$ cat config.mk
export PLATFORM = sky130hd
export DESIGN_NAME = keccak_padder_p_flat
export DESIGN_NICKNAME = d
export VERILOG_FILES = /design/src/rtl/keccak_pkg.sv /design/src/rtl/keccak_padder_p_if.sv /design/src/rtl/keccak_pad_word.sv /design/src/rtl/keccak_padder_p.sv /design/src/flat_wrapper.sv
export SDC_FILE = /design/constraint.sdc
export NUM_CORES = 2
export LEC_CHECK = 0
export ABC_AREA = 1
export ABC_CLOCK_PERIOD_IN_PS = 4100
export BUFFER_PORTS_ARGS = -buffer_cell sky130_fd_sc_hd__buf_2
export CORE_AREA = 10 10 460 462
export CTS_CLUSTER_DIAMETER = 30
export DETAILED_ROUTE_END_ITERATION = 10
export DIE_AREA = 0 0 470 472
export HOLD_SLACK_MARGIN = 0.06
export PLACE_DENSITY_LB_ADDON = 0.2
export SETUP_SLACK_MARGIN = 0.4
export SLEW_MARGIN = 20
export SYNTH_ARGS = -nofsm -noshare
export SYNTH_HDL_FRONTEND = slang
export SYNTH_HIERARCHICAL = 1
export SYNTH_SLANG_ARGS = --single-unit
$ cat constraint.sdc
create_clock -name clk -period 4.1 [get_ports clk]
set_clock_uncertainty 0.1 [all_clocks]
set_input_delay 0.41 -clock clk [delete_from_list [all_inputs] [get_ports clk]]
set_output_delay 0.41 -clock clk [all_outputs]
set_load 0.01 [all_outputs]
$ cat src/rtl/keccak_pkg.sv
// -----------------------------------------------------------------------------
// keccak_pkg
// Shared definitions for the Keccak/SHA-3 padder: the widest rate, the
// run-time rate select encoding and its table in bits, the padding byte
// constants, and the padder state encoding.
// -----------------------------------------------------------------------------
package keccak_pkg;

    // Widest supported rate (SHA3-224); the output block is always this wide.
    localparam int MAX_RATE = 1152;

    // Run-time rate select, named by rate in bits.
    typedef enum logic [1:0] {
        RATE_1152 = 2'b00,  // 224-bit digest
        RATE_1088 = 2'b01,  // 256-bit digest
        RATE_832  = 2'b10,  // 384-bit digest
        RATE_576  = 2'b11   // 512-bit digest
    } rate_sel_e;

    // Padding bytes: domain byte for original Keccak / FIPS 202 SHA-3, and the
    // closing bit of multi-rate padding in the last byte of the final block.
    localparam logic [7:0] PAD_KECCAK = 8'h01;
    localparam logic [7:0] PAD_SHA3   = 8'h06;
    localparam logic [7:0] PAD_FINAL  = 8'h80;

    typedef enum logic [1:0] {
        ST_ACCEPT,  // taking message words
        ST_PAD,     // inserting zero words after the last message word
        ST_FULL,    // block complete, waiting for the consumer
        ST_DONE     // final block delivered, idle until reset
    } state_e;

    // Per-mode rate table, in bits.
    function automatic int rate_bits(rate_sel_e sel);
        case (sel)
            RATE_1152: return 1152;
            RATE_1088: return 1088;
            RATE_832:  return 832;
            default:   return 576;
        endcase
    endfunction

    // Mask covering the rate region out[R-1:0] of a MAX_RATE-wide block.
    function automatic logic [MAX_RATE-1:0] rate_mask(rate_sel_e sel);
        return ~({MAX_RATE{1'b1}} << rate_bits(sel));
    endfunction

endpackage

$ cat src/rtl/keccak_padder_p_if.sv
// -----------------------------------------------------------------------------
// keccak_padder_p_if
// Producer/consumer bundle of the Keccak padder.
//   in, in_ready, is_last, byte_num, mode : message word stream (producer)
//   f_ack                                  : consumer took the block
//   buffer_full, out, out_ready            : assembled block (padder)
// Modports: master = producer/consumer side, slave = padder side.
// -----------------------------------------------------------------------------
interface keccak_padder_p_if #(
    parameter int W = 32
);
    logic [W-1:0]                   in;
    logic                           in_ready;
    logic                           is_last;
    logic [$clog2(W/8)-1:0]         byte_num;
    logic [1:0]                     mode;
    logic                           f_ack;
    logic                           buffer_full;
    logic [keccak_pkg::MAX_RATE-1:0] out;
    logic                           out_ready;

    modport master (
        output in, in_ready, is_last, byte_num, mode, f_ack,
        input  buffer_full, out, out_ready
    );

    modport slave (
        input  in, in_ready, is_last, byte_num, mode, f_ack,
        output buffer_full, out, out_ready
    );
endinterface

$ cat src/rtl/keccak_pad_word.sv
// -----------------------------------------------------------------------------
// keccak_pad_word
// Combinational word padder. A non-last word passes through unchanged. For the
// last word, the top byte_num bytes (counted from the MSB end) are kept, the
// next byte becomes the pad byte and every byte below it is cleared.
// Ports:
//   in_i       W-bit message word, first byte in the MSBs
//   byte_num_i valid bytes in the last word, 0..W/8-1
//   is_last_i  the word is the final message word
//   pad_byte_i domain pad byte
//   w_o        word to shift into the block
// -----------------------------------------------------------------------------
module keccak_pad_word #(
    parameter int W = 32
) (
    input  logic [W-1:0]           in_i,
    input  logic [$clog2(W/8)-1:0] byte_num_i,
    input  logic                   is_last_i,
    input  logic [7:0]             pad_byte_i,
    output logic [W-1:0]           w_o
);

    always_comb begin
        // NOTE: every output of a combinational block gets a value before any
        // branch, so no path leaves it unassigned and no latch is inferred.
        w_o = in_i;
        if (is_last_i) begin
            for (int i = 0; i < W/8; i++) begin
                if (i < int'(byte_num_i)) begin
                    w_o[W-1-8*i -: 8] = in_i[W-1-8*i -: 8];
                end else if (i == int'(byte_num_i)) begin
                    w_o[W-1-8*i -: 8] = pad_byte_i;
                end else begin
                    w_o[W-1-8*i -: 8] = 8'h00;
                end
            end
        end
    end

endmodule

$ cat src/rtl/keccak_padder_p.sv
// -----------------------------------------------------------------------------
// keccak_padder_p
// Message padder and block assembler for the Keccak/SHA-3 permutation. Packs
// W-bit words into one rate-sized block (rate selected at run time, latched
// on the first accepted word after reset), applies multi-rate padding and
// presents each block until the consumer acknowledges it.
// Parameters:
//   W      input word width, 32 or 64
// Ports:
//   clk    rising-edge clock
//   reset  asynchronous reset, active-low
//   bus    keccak_padder_p_if slave: word stream in, block and handshake out
// Configuration macro:
//   SHA3_DOMAIN_PAD_EN  defined: pad byte 0x06 (SHA-3); undefined: 0x01 (Keccak)
// -----------------------------------------------------------------------------
module keccak_padder_p
    import keccak_pkg::*;
#(
    parameter int W = 32
) (
    input logic               clk,
    input logic               reset,
    keccak_padder_p_if.slave  bus
);

    localparam int CW = 6;  // holds RW up to 36

    state_e              state_q, state_d;
    logic [CW-1:0]       cnt_q, cnt_d;
    logic                final_q, final_d;
    logic [MAX_RATE-1:0] out_q, out_d;
    rate_sel_e           mode_q, mode_d;
    logic                mode_vld_q, mode_vld_d;
    logic                full_q, full_d;

    rate_sel_e           mode_eff;
    logic [CW-1:0]       rw;
    logic [CW-1:0]       cnt_inc;
    logic [7:0]          pad_byte;
    logic [W-1:0]        pad_w;
    logic                shift_en;
    logic [W-1:0]        shift_word;
    logic                mark_final;

`ifdef SHA3_DOMAIN_PAD_EN
    assign pad_byte = PAD_SHA3;
`else
    assign pad_byte = PAD_KECCAK;
`endif

    keccak_pad_word #(.W(W)) u_pad_word (
        .in_i       (bus.in),
        .byte_num_i (bus.byte_num),
        .is_last_i  (bus.is_last),
        .pad_byte_i (pad_byte),
        .w_o        (pad_w)
    );

    // Before the first word is taken the live mode decides the rate, so the
    // very first word is already counted against the rate it latches.
    assign mode_eff = mode_vld_q ? mode_q : rate_sel_e'(bus.mode);
    assign rw       = CW'(rate_bits(mode_eff) / W);
    assign cnt_inc  = cnt_q + 1'b1;

    always_comb begin
        state_d    = state_q;
        cnt_d      = cnt_q;
        final_d    = final_q;
        mode_d     = mode_q;
        mode_vld_d = mode_vld_q;
        shift_en   = 1'b0;
        shift_word = '0;
        mark_final = 1'b0;

        case (state_q)
            ST_ACCEPT: begin
                if (bus.in_ready && !full_q) begin
                    shift_en   = 1'b1;
                    shift_word = pad_w;
                    cnt_d      = cnt_inc;
                    if (!mode_vld_q) begin
                        mode_d     = mode_eff;
                        mode_vld_d = 1'b1;
                    end
                    if (cnt_inc == rw) begin
                        state_d    = ST_FULL;
                        final_d    = bus.is_last;
                        mark_final = bus.is_last;
                    end else if (bus.is_last) begin
                        state_d = ST_PAD;
                        final_d = 1'b1;
                    end
                end
            end
            ST_PAD: begin
                // One zero word per cycle until the block holds RW words.
                shift_en = 1'b1;
                cnt_d    = cnt_inc;
                if (cnt_inc == rw) begin
                    state_d    = ST_FULL;
                    mark_final = final_q;
                end
            end
            ST_FULL: begin
                // in_ready is not looked at here: a word offered together with
                // f_ack stays with the producer and lands in slot 0 next edge.
                if (bus.f_ack) begin
                    cnt_d   = '0;
                    state_d = final_q ? ST_DONE : ST_ACCEPT;
                end
            end
            ST_DONE: ;
            default: state_d = ST_ACCEPT;
        endcase

        out_d = out_q;
        if (shift_en) begin
            // Bits pushed past the rate boundary are masked, keeping out[R+:]
            // zero whatever the previous block left there.
            out_d = ((out_q << W) | MAX_RATE'(shift_word)) & rate_mask(mode_eff);
            if (mark_final) begin
                out_d = out_d | MAX_RATE'(PAD_FINAL);
            end
        end

        full_d = (state_d == ST_FULL);
    end

    // NOTE: state registers use non-blocking assignments so every flop samples
    // the pre-edge value of every other flop, independent of statement order.
    always_ff @(posedge clk or negedge reset) begin
        if (!reset) begin
            state_q    <= ST_ACCEPT;
            cnt_q      <= '0;
            final_q    <= 1'b0;
            // NOTE: the block register is reset on purpose: out is a visible
            // output whose value after reset must read as zero.
            out_q      <= '0;
            mode_q     <= RATE_1152;
            mode_vld_q <= 1'b0;
            full_q     <= 1'b0;
        end else begin
            state_q    <= state_d;
            cnt_q      <= cnt_d;
            final_q    <= final_d;
            out_q      <= out_d;
            mode_q     <= mode_d;
            mode_vld_q <= mode_vld_d;
            full_q     <= full_d;
        end
    end

    // out_ready and buffer_full are high exactly in FULL, so one flop feeds both.
    assign bus.out         = out_q;
    assign bus.out_ready   = full_q;
    assign bus.buffer_full = full_q;

endmodule

$ cat src/flat_wrapper.sv
// flat-port wrapper written by rule: the top's interface ports become plain ports
module keccak_padder_p_flat import keccak_pkg::*;
#(
    parameter int W = 32
)
  (clk, reset, bus_in, bus_in_ready, bus_is_last, bus_byte_num, bus_mode, bus_f_ack, bus_buffer_full, bus_out, bus_out_ready);
  keccak_padder_p_if #(.W(W)) bus_i ();
  input logic clk;
  input logic reset;
  input wire logic [$bits(bus_i.in)-1:0] bus_in;
  input wire logic [$bits(bus_i.in_ready)-1:0] bus_in_ready;
  input wire logic [$bits(bus_i.is_last)-1:0] bus_is_last;
  input wire logic [$bits(bus_i.byte_num)-1:0] bus_byte_num;
  input wire logic [$bits(bus_i.mode)-1:0] bus_mode;
  input wire logic [$bits(bus_i.f_ack)-1:0] bus_f_ack;
  output wire logic [$bits(bus_i.buffer_full)-1:0] bus_buffer_full;
  output wire logic [$bits(bus_i.out)-1:0] bus_out;
  output wire logic [$bits(bus_i.out_ready)-1:0] bus_out_ready;
  assign bus_i.in = bus_in;
  assign bus_i.in_ready = bus_in_ready;
  assign bus_i.is_last = bus_is_last;
  assign bus_i.byte_num = bus_byte_num;
  assign bus_i.mode = bus_mode;
  assign bus_i.f_ack = bus_f_ack;
  assign bus_buffer_full = bus_i.buffer_full;
  assign bus_out = bus_i.out;
  assign bus_out_ready = bus_i.out_ready;
  keccak_padder_p #(.W(W)) u_core (.clk(clk), .reset(reset), .bus(bus_i));
endmodule
Yosys cells after proc, flatten, opt, wreduce, memory -nomap -nowiden
Cells that the tools add are included.
{"block": "totals", "ff_bits": 1165, "latchBits": 0, "ram_bits": 0, "mem_bits_ro": 0, "output_inout_bits": 1154, "elab_cells": 73, "memories": 0}
{"block": "classes", "addsub": 2, "n_mul": 0, "div_mod_pow": 0, "n_lt_le_gt_ge": 3, "n_eq_ne": 11, "n_shift": 1, "muxes": 32, "n_bitwise": 5, "reduce_logical": 12}
{"operator": "1152-bit AND", "count": 1}
{"operator": "1152-bit NOT", "count": 1}
{"operator": "1152-bit by 32-bit OR with 1152-bit output", "count": 1}
{"operator": "1152-bit by 32-bit << shifter with 1152-bit output (first input constant)", "count": 1}
{"operator": "32-bit two-way mux", "count": 4}
{"operator": "11-bit case mux with 3 select lines", "count": 1}
{"operator": "8-bit two-way mux", "count": 4}
{"operator": "6-bit case mux with 3 select lines", "count": 1}
{"operator": "2-bit two-way mux", "count": 7}
{"operator": "6-bit two-way mux", "count": 2}
{"operator": "1-bit two-way mux", "count": 10}
{"operator": "3-bit AND reduction", "count": 3}
{"operator": "6-bit by 1-bit adder with 6-bit output", "count": 1}
{"operator": "6-bit by 1-bit adder with 6-bit output (second input constant)", "count": 1}
{"operator": "2-bit equality test (second input constant)", "count": 3}
{"operator": "6-bit equality test", "count": 1}
{"operator": "2-bit zero test", "count": 3}
{"operator": "2-bit case mux with 3 select lines", "count": 1}
{"operator": "5-bit OR reduction", "count": 1}
{"operator": "2-bit by 1-bit equality test with 1-bit output (second input constant)", "count": 2}
{"operator": "2-bit equality test (first input constant)", "count": 2}
{"operator": "1-bit by 2-bit < comparator with 1-bit output (first input constant)", "count": 2}
{"operator": "1-bit case mux with 2 select lines", "count": 2}
{"operator": "3-bit nonzero test", "count": 1}
{"operator": "10 further kinds", "count": 10}

Depth between registers and ports, before layout
{"block": "logic_depth", "depth_word": 11, "ltp_mapped": 12}

By module
Netlist, hierarchy kept.
{"module": "keccak_padder_p", "instances": 1, "cells_each": 4541, "area_each_um2": 44340.0, "seq_area_each_um2": 29153.0}
{"module": "keccak_pad_word", "instances": 1, "cells_each": 103, "area_each_um2": 489.2, "seq_area_each_um2": 0.0}

Least setup slack after synthesis
Ideal clock, no wire load.
{"block": "synth_timing", "kind": "reg2reg", "from": "register u_core.full_q, in the netlist u_core/bus.buffer_full", "to": "register u_core.out_q[1088], in the netlist u_core/bus.out[1088]", "arrival_time_ns": 1.440, "required_ns": 3.862, "path_slack_ns": 2.422, "stages_incl_launch_ff": 10, "path_buffers": 3, "cell_sequence": "dfrtp_1 > nor2_1 > inv_1 > nor2_4 > inv_2 > nand2_8 > buf_6 > buf_4 > buf_2 > o22ai_1"}
{"block": "synth_via", "elab_chain_cells": 4}
{"element": "start, declared", "line_no": "keccak_padder_p.sv:34", "rtl": "logic full_q, full_d;"}
{"element": "start signal, assigned", "line_no": "keccak_padder_p.sv:149", "rtl": "full_q <= full_d;"}
{"element": "1-bit zero test", "line_no": "keccak_padder_p.sv:77", "rtl": "if (bus.in_ready && !full_q) begin"}
{"element": "1-bit logical AND", "line_no": "keccak_padder_p.sv:77"}
{"element": "1-bit two-way mux", "line_no": "keccak_padder_p.sv:77"}
{"element": "1-bit case mux with 2 select lines", "line_no": "keccak_padder_p.sv:75", "rtl": "case (state_q)"}
{"element": "end signal, assigned", "line_no": "keccak_padder_p.sv:146", "rtl": "out_q <= out_d;"}
{"element": "end, declared", "line_no": "keccak_padder_p.sv:31", "rtl": "logic [MAX_RATE-1:0] out_q, out_d;"}
No other way between the ends.
A chain may end at the register's enable or synchronous reset.

Final worst setup path
{"block": "layout_timing", "from": "register u_core.state_q[0]", "to": "register u_core.out_q[811], in the netlist u_core/bus.out[811]"}
{"block": "layout_via", "elab_chain_cells": 2, "word_cells_on_any_way": 3, "cone_classes": "eq/ne: 1; mux: 1; reduce/logical: 1"}
{"element": "start, declared", "line_no": "keccak_padder_p.sv:28", "rtl": "state_e state_q, state_d;"}
{"element": "start signal, assigned", "line_no": "keccak_padder_p.sv:143", "rtl": "state_q <= state_d;"}
{"element": "2-bit by 1-bit equality test with 1-bit output or 2-bit zero test (tied branches)", "line_no": "keccak_padder_p.sv:75"}
{"element": "1-bit case mux with 2 select lines *", "line_no": "keccak_padder_p.sv:75"}
Mark *: on every way between the ends. The rest lies on a longest branch, timed or not.

==> flow_summary.json <==
{
  "fp.dieH_um": 472,
  "synth_top_area_share_pct": 65.0,
  "grt_pass1_wl_um": 295000,
  "ctsHoldBuffers": 47,
  "holdPathStages": 7,
  "dr.first_iter.drc_count": 2757,
  "dieArea_um2": 222000,
  "route.detailed.drc": 0,
  "syn_to_final_growth_pct": 45.7,
  "clkTransAtPathRegs_ns": 0.04,
  "finalSetupViolations": 0,
  "initial_utilization_pct": 22.2,
  "ir_worst_vdd_mv": 0.593,
  "routedWlPerCell_um": 23.2,
  "antenna_found_initial": 4,
  "dr.pass1.iters": 5,
  "clock_latency_ns": 0.92,
  "cts_inserted_buffers": 342,
  "htreeDepth": 5,
  "slew_headroom_pct": 28.2,
  "synth_area_leaders": "dfrtp_1 (65%), nand2_1 (15%), inv_1 (4.2%)",
  "synth_largest_area_cell": "dfrtp_1",
  "worstHoldEndpoint": "u_core/bus.out[12]",
  "cts_tree": "done",
  "criticalPathCategory": "reg2reg",
  "hold_path.startpoint": "bus_byte_num[0]",
  "grt_usage_pct": 18.0,
  "synthArstFlopShare_pct": 100,
  "grt_max_degree": 169,
  "fill_cells": 21200,
  "hold_class": "in2reg",
  "combPwrFrac_pct": 19.3,
  "p_switching_mw": 15.9,
  "crit_fanout": 67,
  "rsz0062_at_grt": "false",
  "yosysSeqAreaShare_pct": 65.0,
  "rows": 165,
  "power_leakage_nw": 35.2,
  "slowest_delay_ns": 0.73,
  "root_buffer": "clkbuf_16",
  "reg2reg_depth": 6,
  "worstPathArrival_ns": 3.35,
  "synth-main-ff-cell": "dfrtp_1",
  "max_cap_viol_count": 0,
  "ys_seq_elements": 1165,
  "grt_pass1_vias": 40100,
  "critPathSlowestCell": "buf_4",
  "end_kind": "flop",
  "dieWidth_um": 470,
  "io_buffers": 1194,
  "reg2reg_from": "u_core/state_q[0]",
  "yosysUniqueCellTypes": 28,
  "pwr-share-clk_pct": 53.1,
  "cts_setup_buffers": 0,
  "maxSlewViolCount": 0,
  "reg2reg_to": "u_core/bus.out[811]",
  "drive_above_1_share_pct": 29.6,
  "clockBufferDepth": 4,
  "rrSetupSlack_ns": 1.35,
  "routed_wirelength_um": 208000,
  "setup_tns_ns": 0,
  "p_per_area_nw_per_um2": 743,
  "syn_area_um2": 44800,
  "fin_crit_sh_pct": 67.0,
  "crit_chain": "inv_1, or2_1, nand2_8, o21ai_4, buf_4, o22ai_1",
  "gp_congestion": 0.864,
  "cp-start-kind": "flop",
  "fmaxAchievable_mhz": 364,
  "post-route-util_pct": 32.4,
  "critPathRequiredTime_ns": 4.70,
  "ios": 1195,
  "ctsResizeCount": 0,
  "synth_cells": 4644,
  "detail-route-antenna-nets": 0,
  "viasPerCell": 4.27,
  "overflow": 0,
  "intPower_mw": 32.7,
  "synth_edf_count": 0,
  "fin_crit_ns": 2.75,
  "core_um2": 202000,
  "hold_viol_final": 0,
  "avgSynthCellArea_um2": 9.65,
  "vias": 38300,
  "power.share.switching_pct": 32.7,
  "yosysWarnings": 6,
  "status": "complete, no violations",
  "clock_sinks": 1165,
  "holdWs_ns": 0.156,
  "seqPwrFrac_pct": 27.6,
  "final_nets": 6078,
  "dp.final_hpwl_um": 153000,
  "tightest_slew_ns": 1.08
}
worst max-delay path, delay by kind of cell (launching register included):
kind	cells	cell delay, ns
AO/OA/AOI/OAI	2	0.64
buffers and inverters	2	0.80
flip-flops	1	0.39
AND/OR/NAND/NOR	2	0.57
per-layer routing:
| metal | vias to the layer above | wire length (µm) | GRT usage (%) |
|---|---|---|---|
| li1 | 17700 | - | - |
| met1 | 18700 | 81000 | 20.6 |
| met2 | 1529 | 98200 | 29.5 |
| met3 | 356 | 20700 | 7.92 |
| met4 | 2 | 7690 | 7.00 |
| met5 | - | 12 | 0 |
power by group through the flow:
stage / Sequential, mW / Clock [mW] / Combinational (mW)
after floorplan: 13.5 / 0 / 5.90
after global placement: 13.6 / 0 / 9.50
after detailed placement: 13.6 / 0 / 9.49
after CTS: 13.5 / 26.2 / 9.55
after global routing: 13.5 / 27.0 / 10.3
final: 13.4 / 25.8 / 9.37
worst max path at each step:
| stage | from | end | slack, ns | depth (start not counted) |
|---|---|---|---|---|
| finish | u_core/state_q[0] | u_core/bus.out[811] | 1.35 | 6 |
| global route | u_core/state_q[0] | u_core/bus.out[788] | 1.10 | 6 |
| CTS | u_core/state_q[0] | u_core/bus.out[777] | 1.27 | 6 |
| detailed placement | bus_in_ready | u_core/bus.out[710] | 1.19 | 10 |
| global placement | bus_in_ready | u_core/bus.out[715] | 1.18 | 10 |
| floorplan | u_core/bus.buffer_full | u_core/bus.out[1088] | 2.42 | 9 |
area by class of cell:
class / instances / area, µm² / area share (%)
multi-input combinational: 2709 / 12300 / 18.8
antenna: 1 / 2.50 / 0.00383
clock buffer: 477 / 9870 / 15.1
tap: 2672 / 3340 / 5.12
inverter: 505 / 1910 / 2.93
clock inverter: 118 / 1450 / 2.22
timing repair buffer: 1313 / 7340 / 11.2
sequential: 1165 / 29200 / 44.6
sequential cells by signal (all words and copies together), names as in the netlist:
name / cells
u_core/final_q: 1
u_core/state_q: 2
u_core/bus.buffer_full: 1
u_core/cnt_q: 6
u_core/bus.out: 1152
u_core/mode_q: 2
u_core/mode_vld_q: 1
stage by stage:
step	instances	total power [mW]	worst slack, ns	instance area, µm²
floorplan	4667	19.4	2.42	44900
global placement	8317	23.1	1.18	53500
detailed placement	8317	23.1	1.19	53500
CTS	8959	49.2	1.27	65300
global route	8960	50.8	1.10	65300
finish	8960	48.5	1.35	65300
Yosys cell counts, types with 19 or more instances:
master,number
nand2_1,1806
dfrtp_1,1165
inv_1,498
o22ai_1,292
o21ai_0,280
buf_2,140
nand3_1,136
o31ai_1,84
buf_4,70
clkbuf_1,60
o31ai_2,44
nand4_1,19
placed cells by master, fill, tap and decap left out, types with 47 or more instances in the layout:
| cell | synthesis | routed |
|---|---|---|
| buf_2 | 140 | 1193 |
| clkbuf_1 | 60 | 57 |
| clkbuf_16 | 0 | 344 |
| clkbuf_8 | 0 | 76 |
| clkinv_2 | 0 | 58 |
| dfrtp_1 | 1165 | 1165 |
| dlygate4sd3_1 | 0 | 47 |
| inv_1 | 498 | 498 |
| nand2_1 | 1806 | 1804 |
| nand3_1 | 136 | 136 |
| o21ai_0 | 280 | 280 |
| o22ai_1 | 292 | 292 |
| o31ai_1 | 84 | 84 |
logic make-up after synthesis:
kind of cell / share of synthesized area, %
AOI/OAI and AO/OA: 9.89
adders and majority gates: 0.0279
buffers and inverters: 7.87
DFF: 65.0
other: 0.0168
and+or+nand+nor: 17.2
(Power assumes the default switching activity.)
